[config.mk]
export PLATFORM = sky130hd
export DESIGN_NAME = interboard_tx
export DESIGN_NICKNAME = d
export VERILOG_FILES = /design/src/rtl/interboard_tx.sv
export SDC_FILE = /design/constraint.sdc
export NUM_CORES = 1
export LEC_CHECK = 0
export CAP_MARGIN = 25
export CORE_MARGIN = 4
export CORE_UTILIZATION = 25
export CTS_BUF_LIST = sky130_fd_sc_hd__clkbuf_8
export DETAILED_ROUTE_END_ITERATION = 12
export PLACE_DENSITY = 0.51
export SETUP_SLACK_MARGIN = 0.1
export SYNTH_ARGS = -nofsm -noshare
export SYNTH_HDL_FRONTEND = slang
export SYNTH_SLANG_ARGS = --single-unit
export TNS_END_PERCENT = 30
[constraint.sdc]
create_clock -name clk -period 2.2 [get_ports clk]
set_input_delay 0.33 -clock clk [delete_from_list [all_inputs] [get_ports clk]]
set_output_delay 0.33 -clock clk [all_outputs]
set_load 0.02 [all_outputs]
[src/rtl/interboard_tx.sv]
// Board-to-board transmit stage: captures a one-cycle message request and delivers it
// over a four-phase req/ack link with a synchronized ack, timeout, overrun and parity.
module interboard_tx #(
  parameter int unsigned SETUP_CYC   = 2,
  parameter int unsigned TIMEOUT_CYC = 50000
) (
  input  logic       clk,
  input  logic       rst,
  input  logic       ctrl_en,
  input  logic [2:0] ctrl_msg_type,
  input  logic [4:0] ctrl_number,
  input  logic       transmit,
  input  logic       tx_ack,
  output logic       tx_req,
  output logic [7:0] tx_data,
  output logic       tx_parity,
  output logic       inter_ready,
  output logic       busy,
  output logic       tx_timeout,
  output logic       overrun
);

  localparam logic [15:0] SetupLast = 16'(SETUP_CYC - 1);
  localparam logic [15:0] ToLast    = 16'(TIMEOUT_CYC - 1);

  typedef enum logic [2:0] {StIdle, StSetup, StReqHi, StReqLo, StDone} state_e;

  state_e      state_q, state_d;
  logic [15:0] cnt_q, cnt_d, cnt_inc;
  logic        ack_meta_q, ack_s_q;
  logic [7:0]  data_q, data_d;
  logic        par_q, par_d;
  logic        req_q, req_d;
  logic        ready_q, ready_d;
  logic        busy_q, busy_d;
  logic        to_q, to_d;
  logic        ov_q, ov_d;

  // Next-state, counter, capture and sticky-flag logic; outputs follow the next state
  always_comb begin
    state_d = state_q;
    cnt_d   = cnt_q;
    data_d  = data_q;
    par_d   = par_q;
    to_d    = to_q;
    ov_d    = ov_q;
    // Saturating increment so a stuck phase can never wrap back past the limit
    cnt_inc = (cnt_q == 16'hFFFF) ? cnt_q : cnt_q + 16'd1;

    unique case (state_q)
      StIdle: begin
        cnt_d = '0;
        if (ctrl_en) begin
          data_d  = {ctrl_msg_type, ctrl_number};
          par_d   = ^{ctrl_msg_type, ctrl_number};
          state_d = StSetup;
        end
      end
      StSetup: begin
        if (cnt_q == SetupLast) begin
          cnt_d   = '0;
          state_d = StReqHi;
        end else begin
          cnt_d = cnt_inc;
        end
      end
      StReqHi: begin
        if (ack_s_q) begin
          cnt_d   = '0;
          state_d = StReqLo;
        end else if (cnt_q == ToLast) begin
          cnt_d   = '0;
          to_d    = 1'b1;
          state_d = StIdle;
        end else begin
          cnt_d = cnt_inc;
        end
      end
      StReqLo: begin
        if (!ack_s_q) begin
          cnt_d   = '0;
          state_d = StDone;
        end else if (cnt_q == ToLast) begin
          cnt_d   = '0;
          to_d    = 1'b1;
          state_d = StIdle;
        end else begin
          cnt_d = cnt_inc;
        end
      end
      StDone: begin
        cnt_d   = '0;
        state_d = StIdle;
      end
      default: begin
        cnt_d   = '0;
        state_d = StIdle;
      end
    endcase

    // The DONE cycle counts as busy, so a request there is dropped too
    if (ctrl_en && (state_q != StIdle) && transmit) begin
      ov_d = 1'b1;
    end

    req_d   = (state_d == StReqHi);
    ready_d = (state_d == StDone);
    busy_d  = (state_d != StIdle);
  end

  // State, ack synchronizer and registered outputs
  always_ff @(posedge clk) begin
    if (rst) begin
      state_q    <= StIdle;
      cnt_q      <= '0;
      ack_meta_q <= 1'b0;
      ack_s_q    <= 1'b0;
      data_q     <= '0;
      par_q      <= 1'b0;
      req_q      <= 1'b0;
      ready_q    <= 1'b0;
      busy_q     <= 1'b0;
      to_q       <= 1'b0;
      ov_q       <= 1'b0;
    end else begin
      state_q    <= state_d;
      cnt_q      <= cnt_d;
      ack_meta_q <= tx_ack;
      ack_s_q    <= ack_meta_q;
      data_q     <= data_d;
      par_q      <= par_d;
      req_q      <= req_d;
      ready_q    <= ready_d;
      busy_q     <= busy_d;
      to_q       <= to_d;
      ov_q       <= ov_d;
    end
  end

  assign tx_req      = req_q;
  assign tx_data     = data_q;
  assign tx_parity   = par_q;
  assign inter_ready = ready_q;
  assign busy        = busy_q;
  assign tx_timeout  = to_q;
  assign overrun     = ov_q;

endmodule

==> results.py, run 1 <==
metrics = {
    "clock_tree": {
        "numCtsBuffers": 5,
        "clk_path_buf_depth": 2,
        "clkLatencyLatePin_ns": 0.29,
        "post_cts_resize_count": 0,
        "cts_root_buf": "clkbuf_8",
        "cts.sinks": 35,
        "clk_pin_slew_worst_paths_ns": 0.07,
        "post_cts_buffers": 0,
        "ctsHoldBuffers": 0,
        "cts_tree": "yes",
        "h-tree-depth": 2,
    },
    "status": {
        "status": "finished clean",
    },
    "worst_setup_path": {
        "crit_required_ns": 2.38,
        "crit_buf_inv": 0,
        "r2r-start": "cnt_q[10]",
        "crit_fanout": 16,
        "r2r_cells": 4,
        "cpMostUsedCell": "or4_4",
        "timing.rr.end": "cnt_q[11]",
        "cp-start-kind": "flip-flop",
        "path_cells": "or4_4, or4_4, nand3_4, o2bb2a_1",
        "crit_type": "flip-flop to flip-flop",
        "slowest_delay_ns": 0.58,
        "endpoint_kind": "flip-flop",
        "cp.arrival_ns": 2.19,
        "cp_slowest_cell": "or4_4",
        "crit_family": "simple AND/OR/NAND/NOR gates",
        "r2r_slack_ns": 0.19,
    },
    "power": {
        "total_leakage_power_uw": 0.0007398,
        "p_total_uw": 1382,
        "ir_drop_mv": 0.2492,
        "power_density_nw_per_um2": 617.0,
    },
    "global_route": {
        "grt_busiest_layer": "met2",
        "gr-total-overflow": 0,
        "antenna_found_initial": 0,
        "use_met2_pct": 16.19,
        "grt_pass1_vias": 1511,
        "track_usage_pct": 10.57,
        "grt_max_degree": 18,
        "grt_pass1_wl_um": 7231,
        "gr-usage-met3_pct": 3.306,
        "use_met1_pct": 13.77,
    },
    "job": {
        "drv_cap": 0,
    },
    "cells_and_area": {
        "layout.nets": 254,
        "seq_area_um2": 700.7,
        "antennaDiodeCount": 0,
        "multi_input_area_um2": 965.9,
        "area_delta_synth_final_pct": 30.18,
        "fillers": 696,
        "drive_gt1_share_pct": 12.50,
    },
    "hold_path": {
        "holdPathEnd": "ack_s_q",
        "hold_class": "flip-flop to flip-flop",
        "min_from": "ack_meta_q",
        "min_path_cells": 1,
    },
    "drt": {
        "dr.pass1.iters": 4,
        "drt-vias-per-instance": 4.896,
        "drt_wl_total_um": 4134,
        "wire_per_inst_um": 13.04,
        "vias": 1552,
        "ant_nets": 0,
        "drc_errors": 0,
        "drt_iter0_markers": 80,
    },
    "place": {
        "place_congestion": 0.8470,
        "dp_hpwl_um": 3007,
        "io_buffers": 26,
    },
    "synthesis": {
        "ys_seq_area_share_pct": 40.73,
        "syn-num-nets": 217,
        "yosysUniqueCellTypes": 44,
        "yosysWarnings": 0,
        "netlist_instances": 202,
        "syn_avg_cell_area_um2": 8.517,
        "synth_seq_cells": 35,
        "synth_area_um2": 1720,
    },
    "sta": {
        "finalHoldViolCount": 0,
        "setup-violations-final": 0,
        "rsz0062_at_grt": "no",
        "worst_pin_slew_ns": 0.4500,
        "finalMaxSlewViolations": 0,
        "min_period_ns": 2.013,
        "slew_headroom_pct": 69.72,
        "setup_tns_ns": 0,
        "fin_crit_sh_pct": 91.52,
        "fin_skew_ns": 0.01370,
        "clock.fmax_mhz": 496.7,
    },
    "die": {
        "num_io_pins": 27,
        "die_w_um": 90.96,
        "start_util_pct": 26.34,
        "rows": 29,
        "coreArea_um2": 6531,
        "die_area_um2": 8273,
        "fp.dieH_um": 90.96,
    },
}
-- per-stage QoR --
| step | instances | utilization, % | hold slack, ns | setup WS [ns] | area [um^2] |
|---|---|---|---|---|---|
| 2_1_floorplan | 202 | - | 0.4138 | 0.1545 | 1720 |
| 3_3_place_gp | 309 | 32.57 | 0.4219 | 0.2177 | 2127 |
| 3_5_place_dp | 309 | 32.57 | 0.4237 | 0.1966 | 2127 |
| 4_1_cts | 317 | 34.16 | 0.4303 | 0.1852 | 2231 |
| 5_1_grt | 317 | 34.29 | 0.4527 | 0.1332 | 2240 |
| 6_report | 317 | 34.29 | 0.4285 | 0.1865 | 2240 |
-- kinds of logic after synthesis --
logic type | count (synthesis) | share of synthesized area [%]
AO/OA/AOI/OAI | 44 | 15.85
XOR/XNOR | 9 | 4.582
AND/OR/NAND/NOR | 94 | 30.76
adder cells (fa/ha/maj) | 2 | 1.454
multiplexers | 5 | 2.982
flip-flops | 35 | 40.73
buffers and inverters | 13 | 3.636
-- placed cells by master (no fill, tap or decap), drive strengths merged, types with 3 or more instances in the layout --
| cell type | Yosys | layout |
|---|---|---|
| o21ai | 9 | 9 |
| buf | 4 | 13 |
| clkdlybuf4s50 | 0 | 26 |
| nor2b | 4 | 4 |
| xnor2 | 8 | 8 |
| a21oi | 15 | 15 |
| inv | 4 | 4 |
| a22oi | 8 | 8 |
| nand2 | 32 | 32 |
| mux2i | 4 | 4 |
| nor4 | 6 | 6 |
| or4 | 4 | 4 |
| nor2 | 9 | 9 |
| clkbuf | 5 | 7 |
| a211oi | 3 | 3 |
| dfxtp | 35 | 35 |
| nand4 | 6 | 6 |
| nand2b | 3 | 3 |
| nand3 | 6 | 6 |
| or3 | 10 | 10 |
| nor3 | 5 | 5 |
-- power breakdown --
part	internal, uW	total (uW)	switching (uW)
Sequential	656	672	15.9
Clock	285	521	236
Combinational	95.0	189	93.9
Total	1040	1380	346
-- synth_stat cells --
| cell | count | area share [%] |
|---|---|---|
| nor3b_1 | 1 | 0.44 |
| buf_4 | 1 | 0.44 |
| or3b_2 | 1 | 0.51 |
| o31ai_1 | 2 | 0.87 |
| a21boi_0 | 1 | 0.44 |
| and3b_1 | 1 | 0.51 |
| nand3_4 | 1 | 1.0 |
| nand4_1 | 6 | 2.2 |
| and4_1 | 1 | 0.51 |
| dfxtp_1 | 35 | 41 |
| or4_1 | 2 | 0.87 |
| nor4bb_1 | 1 | 0.58 |
| or4_4 | 2 | 1.3 |
| ha_1 | 2 | 1.5 |
| nor4_4 | 1 | 1.2 |
| nor2b_1 | 4 | 1.5 |
| a21oi_1 | 15 | 4.4 |
| clkbuf_1 | 5 | 1.1 |
| nand2b_1 | 3 | 1.1 |
| o2bb2a_1 | 1 | 0.58 |
| and2_1 | 1 | 0.36 |
| a41oi_1 | 1 | 0.51 |
| nor4_1 | 5 | 1.8 |
| mux2i_1 | 4 | 2.3 |
| buf_2 | 2 | 0.58 |
| nor3_1 | 5 | 1.5 |
| a22oi_1 | 8 | 3.5 |
| mux2_2 | 1 | 0.65 |
| or3_1 | 10 | 3.6 |
| nand2_1 | 32 | 7.0 |
| nand3_1 | 5 | 1.5 |
| a211oi_1 | 3 | 1.3 |
| or2_2 | 1 | 0.36 |
| or4b_1 | 1 | 0.58 |
| inv_1 | 4 | 0.87 |
| a31oi_1 | 2 | 0.73 |
| nand3b_1 | 1 | 0.44 |
| o21ai_0 | 9 | 2.6 |
| o41ai_1 | 1 | 0.51 |
| buf_6 | 1 | 0.65 |
| xnor2_1 | 8 | 4.1 |
| xor2_1 | 1 | 0.51 |
| nor2_1 | 9 | 2.0 |
| o21a_1 | 1 | 0.44 |
-- worst max-delay path by stage --
| stage | startpoint | endpoint | slack, ns | cells after the start |
|---|---|---|---|---|
| 6_report | cnt_q[10] | cnt_q[11] | 0.19 | 4 |
| 5_1_grt | cnt_q[10] | cnt_q[11] | 0.13 | 4 |
| 4_1_cts | cnt_q[10] | cnt_q[11] | 0.19 | 4 |
| 3_5_place_dp | cnt_q[10] | cnt_q[11] | 0.20 | 4 |
| 3_3_place_gp | cnt_q[10] | cnt_q[11] | 0.22 | 4 |
| 2_1_floorplan | cnt_q[0] | cnt_q[1] | 0.15 | 6 |
-- final cells by class --
type                    instances  area share [%]
well taps                      77           4.302
inverters                       4          0.6704
clock inverters                 1          0.3352
repair buffers                 39           15.98
flip-flops and latches         35           31.28
clock buffers                   7           4.302
multi-input cells             154           43.13
-- state kept, by name (all words and copies together), names as in the netlist --
| name | flops |
|---|---|
| tx_data | 8 |
| state_q | 3 |
| tx_req | 1 |
| overrun | 1 |
| inter_ready | 1 |
| ack_meta_q | 1 |
| busy | 1 |
| tx_timeout | 1 |
| ack_s_q | 1 |
| tx_parity | 1 |
| cnt_q | 16 |
-- routing by layer --
layer,wire length (um),up-vias
met2,1803,28
li1,-,808
met4,67,0
met3,186,5
met1,2076,711
met5,0,-
-- worst reg2reg max path, delay by kind of cell, from the launching register on --
family             cells  cell delay [ns]
and+or+nand+nor        3             1.35
AOI/OAI and AO/OA      1             0.24
DFF                    1             0.31
Power figures use the tool's default switching activity.
==> run 2: changes to the inputs <==
- CORE_MARGIN: 4 -> 5
- TNS_END_PERCENT: 30 -> default
==> results.py, run 2 (same netlist as run 1, synthesis figures left out) <==
metrics = {
    "sta": {
        "finalHoldViolCount": 0,
        "slew_headroom_pct": 64.25,
        "worst_pin_slew_ns": 0.5314,
        "finalMaxSlewViolations": 0,
        "rsz0062_at_grt": "no",
        "clock.fmax_mhz": 490.7,
        "min_period_ns": 2.038,
        "setup-violations-final": 0,
        "worst_slack_ns": 0.1622,
        "setup_tns_ns": 0,
        "fin_skew_ns": 0.01035,
        "fin_crit_sh_pct": 92.63,
    },
    "place": {
        "dp_cells": 313,
        "pre_cts_slack_ns": 0.1684,
        "place_congestion": 0.7842,
        "dp_hpwl_um": 3048,
        "io_buffers": 26,
    },
    "cells_and_area": {
        "top_register": "cnt_q",
        "drive_gt1_share_pct": 11.62,
        "final_cell_mix": "dfxtp_1 (35), nand2_1 (32), clkdlybuf4s50_1 (26), a21oi_1 (15), buf_4 (14)",
        "fillers": 705,
        "area_delta_synth_final_pct": 29.38,
        "layout_commonest_cell": "dfxtp_1",
        "antennaDiodeCount": 0,
        "layout.nets": 255,
        "instances_no_fill": 321,
        "largest_reg_flops": 16,
    },
    "worst_setup_path": {
        "r2r_slack_ns": 0.16,
        "cpMostUsedCell": "or4_4",
        "cp.arrival_ns": 2.21,
        "crit_fanout": 16,
        "endpoint_kind": "flip-flop",
        "slowest_delay_ns": 0.59,
        "crit_end": "cnt_q[11]",
        "path_cells": "or4_4, or4_4, nand3_4, o2bb2a_1",
        "r2r_cells": 4,
        "startpoint": "cnt_q[10]",
        "timing.rr.end": "cnt_q[11]",
        "r2r-start": "cnt_q[10]",
        "cp_slowest_cell": "or4_4",
        "crit_required_ns": 2.38,
        "cp-start-kind": "flip-flop",
        "crit_type": "flip-flop to flip-flop",
    },
    "drt": {
        "routed.top_layer": "met4",
        "wl_met3_um": 230,
        "wl_met2_um": 1929,
        "drt-vias-per-instance": 4.882,
        "drt_wl_total_um": 4128,
        "ant_nets": 0,
        "wirelength_met1_um": 1925,
        "drc_errors": 0,
        "vias": 1567,
        "dr.pass1.iters": 4,
        "drt_iter0_markers": 57,
        "wire_per_inst_um": 12.86,
    },
    "global_route": {
        "grt_max_degree": 18,
        "gr-total-overflow": 0,
        "grt_pass1_wl_um": 6969,
        "antenna_found_initial": 0,
        "grt_pass1_vias": 1455,
        "track_usage_pct": 9.931,
    },
    "die": {
        "die_w_um": 92.96,
        "rows": 30,
        "start_util_pct": 25.46,
        "die_area_um2": 8641,
        "num_io_pins": 27,
        "fp.dieH_um": 92.96,
        "coreArea_um2": 6756,
    },
    "clock_tree": {
        "cts.sinks": 35,
        "clkLatencyLatePin_ns": 0.29,
        "numCtsBuffers": 5,
        "ctsHoldBuffers": 0,
        "clk_path_buf_depth": 2,
        "h-tree-depth": 2,
        "clk_pin_slew_worst_paths_ns": 0.08,
        "cts_root_buf": "clkbuf_8",
        "cts_tree": "yes",
    },
    "power": {
        "ir_drop_mv": 0.1947,
        "total_leakage_power_uw": 0.0007438,
        "share_comb_of_total_power_pct": 14.5,
        "power_frac_clock_pct": 33.9,
        "switching_share_pct": 26.00,
        "switchingPower_uw": 338.6,
        "pwr-share-seq_pct": 51.6,
        "p_int_uw": 963.8,
        "p_total_uw": 1302,
        "power_density_nw_per_um2": 585.1,
    },
    "hold_path": {
        "hold_class": "flip-flop to flip-flop",
    },
    "job": {
        "drv_cap": 0,
    },
    "status": {
        "status": "finished clean",
    },
}
run 2: cell types whose count changed in the layout (fill, tap and decap cells not counted):
cell        before  now
buf_4           13   14
clkbuf_8         7    5
clkinv_2         0    1
clkinvlp_4       1    0
inv_1            4    6
nand2b_1         2    3
nand2b_2         1    0
run 2: critical path: cells and delay by family, from the launching register on:
kind / cells / cell delay [ns]
AND/OR/NAND/NOR: 3 / 1.36
AO/OA/AOI/OAI: 1 / 0.24
flip-flops: 1 / 0.32
run 2: layer usage:
metal  GRT usage, %  vias to the layer above
li1               -                      806
met1          12.67                      721
met2          16.26                       36
met3          3.006                        4
met4          2.564                        0
met5              0                        -
run 2: worst min path at each step:
stage               start       to  cells past startpoint
2_1_floorplan  ack_meta_q  ack_s_q                      1
3_3_place_gp   ack_meta_q  ack_s_q                      1
3_5_place_dp   ack_meta_q  ack_s_q                      1
4_1_cts        ack_meta_q  ack_s_q                      1
5_1_grt        ack_meta_q  ack_s_q                      1
6_report       ack_meta_q  ack_s_q                      1
run 2: cell type report:
type / count / area [um^2] / area share [%]
multi-input cells: 154 / 963.4 / 43.28
clock buffers: 5 / 68.82 / 3.092
clock inverters: 3 / 12.51 / 0.5621
flip-flops and latches: 35 / 700.7 / 31.48
repair buffers: 40 / 365.4 / 16.41
well taps: 80 / 100.1 / 4.497
inverters: 4 / 15.01 / 0.6745
run 2: metrics by stage:
stage	util [%]	hold slack, ns	area, um^2
after floorplan	-	0.4138	1720
after global placement	31.65	0.4317	2138
after detailed placement	31.65	0.4420	2138
after CTS	32.85	0.4541	2220
after global routing	32.94	0.4665	2226
final	32.94	0.4443	2226
run 2: repair_timing:
item | CTS | global route
buffers inserted | 0 | 0
resized for setup | 0 | 1
endpoints found under the setup margin | 0 | 14
run 2: power by group through the flow:
stage               combinational, uW  clock (uW)  sequential [uW]
CTS                               190         463              672
floorplan                        91.1           0              703
global placement                  190           0              686
finish                            188         442              672
global route                      206         489              675
detailed placement                189           0              687
